$ cat config.mk
export PLATFORM = sky130hd
export DESIGN_NAME = wb_arbiter
export DESIGN_NICKNAME = d
export VERILOG_FILES = /design/src/rtl/wb_arbiter.sv
export SDC_FILE = /design/constraint.sdc
export NUM_CORES = 1
export LEC_CHECK = 0
export ABC_AREA = 1
export ABC_CLOCK_PERIOD_IN_PS = 3200
export BUFFER_PORTS_ARGS = -buffer_cell sky130_fd_sc_hd__buf_2
export CAP_MARGIN = 40
export CORE_MARGIN = 1
export CORE_UTILIZATION = 55
export DETAILED_ROUTE_END_ITERATION = 10
export PLACE_DENSITY = 0.78
export SYNTH_ARGS = -nofsm -noshare
export SYNTH_HDL_FRONTEND = slang
export SYNTH_SLANG_ARGS = --single-unit
$ cat constraint.sdc
create_clock -name clk -period 3.2 [get_ports clk]
set_input_delay 0 -clock clk [delete_from_list [all_inputs] [get_ports clk]]
set_output_delay 0 -clock clk [all_outputs]
set_load 0.05 [all_outputs]
$ cat src/rtl/wb_arbiter.sv
// Writeback arbiter: pipeline results have absolute priority, long-latency (lsu) results queue in a small FIFO.
// Latency: pipeline 0 cycles (combinational); lsu >= 1 cycle through the FIFO (0 cycles on the bypass path).
// Backpressure: lsu_ready drops when the FIFO is full; the pipeline port is never stalled.
//
// Optional feature macro: WB_ARBITER_BYPASS_EN
//   When defined, an lsu result arriving with the FIFO empty and the pipeline idle
//   is written in the same cycle instead of being queued.
//
// Ports:
//   clk, reset                    rising-edge clock, asynchronous active-high reset
//   pipe_valid/pipe_rd/pipe_data  main-pipeline writeback request (never stalled)
//   lsu_valid/lsu_ready           long-latency result handshake
//   lsu_rd/lsu_data               long-latency result
//   issue_valid/issue_rd          long-latency issue; marks issue_rd pending
//   reg_write/waddr/wdata         register-file write port
//   busy                          per-register pending bitmap (bit 0 always 0)
module wb_arbiter #(
  parameter int DEPTH = 4
) (
  input  logic        clk,
  input  logic        reset,
  input  logic        pipe_valid,
  input  logic [4:0]  pipe_rd,
  input  logic [31:0] pipe_data,
  input  logic        lsu_valid,
  output logic        lsu_ready,
  input  logic [4:0]  lsu_rd,
  input  logic [31:0] lsu_data,
  input  logic        issue_valid,
  input  logic [4:0]  issue_rd,
  output logic        reg_write,
  output logic [4:0]  waddr,
  output logic [31:0] wdata,
  output logic [31:0] busy
);

  localparam int PW = (DEPTH > 1) ? $clog2(DEPTH) : 1;
  localparam int CW = $clog2(DEPTH) + 1;
  localparam logic [CW-1:0] FULL = CW'(DEPTH);

  typedef struct packed {
    logic [4:0]  rd;
    logic [31:0] dat;
  } wb_entry_t;

  wb_entry_t     mem [DEPTH];
  wb_entry_t     head;
  logic [PW-1:0] rptr;
  logic [PW-1:0] wptr;
  logic [CW-1:0] count;
  logic [31:0]   busy_q;
  logic [31:0]   busy_d;

  logic          pipe_wr;
  logic          fifo_empty;
  logic          pop;
  logic          bypass;
  logic          push;
  logic          clr_vld;
  logic [4:0]    clr_rd;

  assign head       = mem[rptr];
  assign fifo_empty = (count == '0);

  // Occupancy-only, so the handshake never depends on this cycle's inputs.
  assign lsu_ready  = (count < FULL);
  assign busy       = busy_q;

  // Everything that can produce a write is masked while reset is held, so the
  // register file sees no writes until reset is released.
  assign pipe_wr = !reset && pipe_valid && (pipe_rd != 5'd0);
  assign pop     = !reset && !pipe_wr && !fifo_empty;

`ifdef WB_ARBITER_BYPASS_EN
  assign bypass = !reset && !pipe_wr && fifo_empty && lsu_valid;
`else
  assign bypass = 1'b0;
`endif

  assign push = !reset && lsu_valid && lsu_ready && !bypass;

  always_comb begin
    reg_write = 1'b0;
    waddr     = 5'd0;
    wdata     = 32'd0;
    clr_vld   = 1'b0;
    clr_rd    = 5'd0;
    if (pipe_wr) begin
      reg_write = 1'b1;
      waddr     = pipe_rd;
      wdata     = pipe_data;
    end else if (pop) begin
      // rd=0 entries are still consumed, just never written.
      reg_write = (head.rd != 5'd0);
      waddr     = head.rd;
      wdata     = head.dat;
      clr_vld   = 1'b1;
      clr_rd    = head.rd;
    end else if (bypass) begin
      reg_write = (lsu_rd != 5'd0);
      waddr     = lsu_rd;
      wdata     = lsu_data;
      clr_vld   = 1'b1;
      clr_rd    = lsu_rd;
    end
  end

  // Set is applied after clear so a same-cycle re-issue keeps the bit pending.
  always_comb begin
    busy_d = busy_q;
    if (clr_vld) begin
      busy_d[clr_rd] = 1'b0;
    end
    if (issue_valid && (issue_rd != 5'd0)) begin
      busy_d[issue_rd] = 1'b1;
    end
    busy_d[0] = 1'b0;
  end

  // Storage needs no reset: occupancy alone decides which entries are live.
  always_ff @(posedge clk) begin
    if (push) begin
      mem[wptr] <= '{rd: lsu_rd, dat: lsu_data};
    end
  end

  always_ff @(posedge clk or posedge reset) begin
    if (reset) begin
      rptr   <= '0;
      wptr   <= '0;
      count  <= '0;
      busy_q <= '0;
    end else begin
      busy_q <= busy_d;
      if (push) begin
        wptr <= wptr + PW'(1);
      end
      if (pop) begin
        rptr <= rptr + PW'(1);
      end
      if (push && !pop) begin
        count <= count + CW'(1);
      end else if (pop && !push) begin
        count <= count - CW'(1);
      end
    end
  end

endmodule

==> flow_summary.ini <==
[outcome]
status = completed

[setup_path]
cp_max_fo = 36
crit_type = flop to primary output
reg2reg_to = busy[23]
timing.rr.start = rptr[0]
required_ns = 3.20
startpoint_type = flop
cp-startpoint = rptr[1]
end_kind = primary output
reg2reg_depth = 10
worstPathArrival_ns = 2.76
r2r_slack_ns = 0.96

[cts]
ctsHoldBuffers = 45
cts_tree = done
clk_pin_slew_ns = 0.07
clk_path_buf_depth = 2
postCtsSetupBuffers = 0
cts_root_buffer = clkbuf_16
htree_levels = 4
clock_latency_ns = 0.44
cts_inserted_buffers = 17
cts_resized = 0
cts.sinks = 186

[finish]
fin_util_pct = 70.4
nets = 1080
antenna-diode-count = 0
nFillCells = 1021
syn_to_final_growth_pct = 24.3
drive_above_1_share_pct = 23.6

[min_path]
hold_path_end = busy[30]
holdCritPathClass = input port to flop
min_path_cells = 5
hp-start = issue_valid

[die]
rows = 44
die_y_microns = 125
initial_core_util_pct = 56.6
io_pins = 155
die_area_sq_um = 15500
die_w_microns = 125
core_area_sq_um = 14600

[timing]
slew_headroom_pct = 41.0
fin_crit_sh_pct = 86.1
setup_tns_ns = 0
rsz0062_at_grt = no
worst_slew_pin_slew_ns = 0.878
fin_ws_ns = 0.445
timing.fmax_mhz = 363
fin_crit_ns = 2.76
clock_skew_ns = 0.0134
final-setup-viol-count = 0
slew_violations = 0
hold_viol_final = 0

[route]
viasPerCell = 5.41
drt-initial-drc-count = 518
wl_mm = 19.1
ant_nets = 0
firstDrtPassIters = 6
vias = 6422
avgRoutedWirePerCell_microns = 16.1
drc_errors = 0

[yosys]
syn_nets = 883
ys_ff_latch = 186
synth-warning-count = 0
netlist_area_sq_um = 8260
ys_types = 30
avgSynthCellArea_sq_um = 10.4
syn_inst = 793
synth-seq-area-share_pct = 65.3

[flow_run]
maxCapViolCount = 0

[global_routing]
grt_overflow = 0
track_usage_pct = 25.4
grt_pass1_wl_mm = 30.7
grt_pass1_vias = 6214
grt_max_degree = 61
antenna_found_initial = 0

[power]
vdd_ir_drop_max_mv = 0.494
power_density_nw_per_um2 = 887
leakage_nw = 4.42
p_total_w = 0.00911

[place]
io_buffers = 153
dp_hpwl_mm = 11.7
globalplace.congestion = 0.817
dp_slack_ns = 0.931
-- worst max-delay path, stage by stage, from the launching register on --
cell and delay [ns]:
dfrtp_1 0.51, inv_2 0.56, buf_4 0.49, a21oi_1 0.08, o21ai_0 0.11, nand2_1 0.12, o21ai_1 0.16, buf_2 0.29
-- Yosys cell counts --
library cell	instances	area, sq um
dfrtp_1	38	951
conb_1	1	3.75
nand3_2	3	30.0
nand2_4	3	33.8
inv_1	59	221
nor2_2	5	31.3
mux2_2	1	11.3
or2_1	2	12.5
a21oi_1	33	165
buf_2	15	75.1
a21oi_4	1	16.3
xor2_1	3	26.3
nand3_1	99	495
fa_1	1	20.0
nand2_1	240	901
edfxtp_1	148	4440
nor2_4	6	67.6
buf_6	3	33.8
xnor2_1	1	8.76
o21ai_2	1	8.76
ha_1	5	62.6
buf_4	6	45.0
nand3_4	3	52.6
nor3_1	10	50.1
o21ai_1	21	105
nand2_2	5	31.3
inv_2	6	22.5
clkbuf_1	12	45.0
nor2_1	14	52.6
o21ai_0	48	240
-- layer usage --
layer | part of all wire [%] | GRT usage [%] | up-vias
met3 | 6.2 | 5.63 | 33
met1 | 40 | 30.4 | 3055
met2 | 52 | 44.9 | 259
li1 | - | - | 3075
met4 | 1.7 | 9.28 | 0
met5 | 0 | 0 | -
-- registers in the layout (all words and copies together) (netlist names) --
signal	cells
busy	31
rptr	2
mem	148
count	3
wptr	2
-- cells in the final DEF, fill, tap and decap left out --
master and count:
clkbuf_1 1, buf_2 154, clkinv_2 1, inv_2 6, mux2_2 1, nor3_1 10, o21ai_1 21, nand3_4 3
nor2_4 11, inv_6 4, nand2_2 5, xor2_1 3, fa_1 1, ha_1 5, nand3_2 3, a21oi_1 33
o21ai_2 1, buf_4 14, bufinv_16 2, a21oi_4 1, or2_1 2, dfrtp_4 1, dfrtp_1 37, inv_8 3
clkbuf_16 17, nor2_1 10, buf_12 1, dlygate4sd3_1 45, nand2_4 3, nand3_1 99, nand2_1 240, xnor2_1 1
edfxtp_1 148, conb_1 1, clkinv_4 2, o21ai_0 48, inv_1 59, clkinv_1 2, nor2_2 4
-- kinds of logic after synthesis --
| logic type | share of synthesized area, % |
|---|---|
| AND/OR/NAND/NOR | 21.3 |
| other | 0.0454 |
| adder cells (fa/ha/maj) | 0.999 |
| multiplexers | 0.136 |
| buffers and inverters | 5.36 |
| flip-flops | 65.3 |
| XOR/XNOR | 0.424 |
| AO/OA/AOI/OAI | 6.48 |
-- metrics by stage --
| stage | area (sq um) | hold WS (ns) | instances |
|---|---|---|---|
| 2_1_floorplan | 8260 | -0.0190 | 793 |
| 3_3_place_gp | 9230 | -0.0248 | 1109 |
| 3_5_place_dp | 9230 | -0.0198 | 1110 |
| 4_1_cts | 10300 | 0.0313 | 1187 |
| 5_1_grt | 10300 | 0.0968 | 1187 |
| 6_report | 10300 | 0.0470 | 1187 |
-- power by group --
part	switching (W)	total, W	internal [W]
clock network	0.000932	0.00210	0.00117
registers	0.000214	0.00319	0.00297
logic	0.00289	0.00382	0.000929
-- worst max path at each step --
stage                 endpoint  slack, ns  depth (start not counted)
detailed placement  mem[3][22]       0.93                          4
global route         wdata[25]       0.26                          7
global placement    mem[2][22]       1.01                          4
CTS                  wdata[25]       0.48                          7
finish               wdata[20]       0.44                          7
floorplan            mem[0][0]       0.14                          3
-- layout make-up --
cell class / instances / area (sq um) / share of cell area (%)
clock inverters: 14 / 159 / 1.55
repair buffers: 214 / 1350 / 13.1
flip-flops and latches: 186 / 5400 / 52.6
multi-input cells: 506 / 2460 / 24.0
well taps: 184 / 230 / 2.24
clock buffers: 18 / 429 / 4.18
inverters: 65 / 244 / 2.38
(Power assumes the default switching activity.)
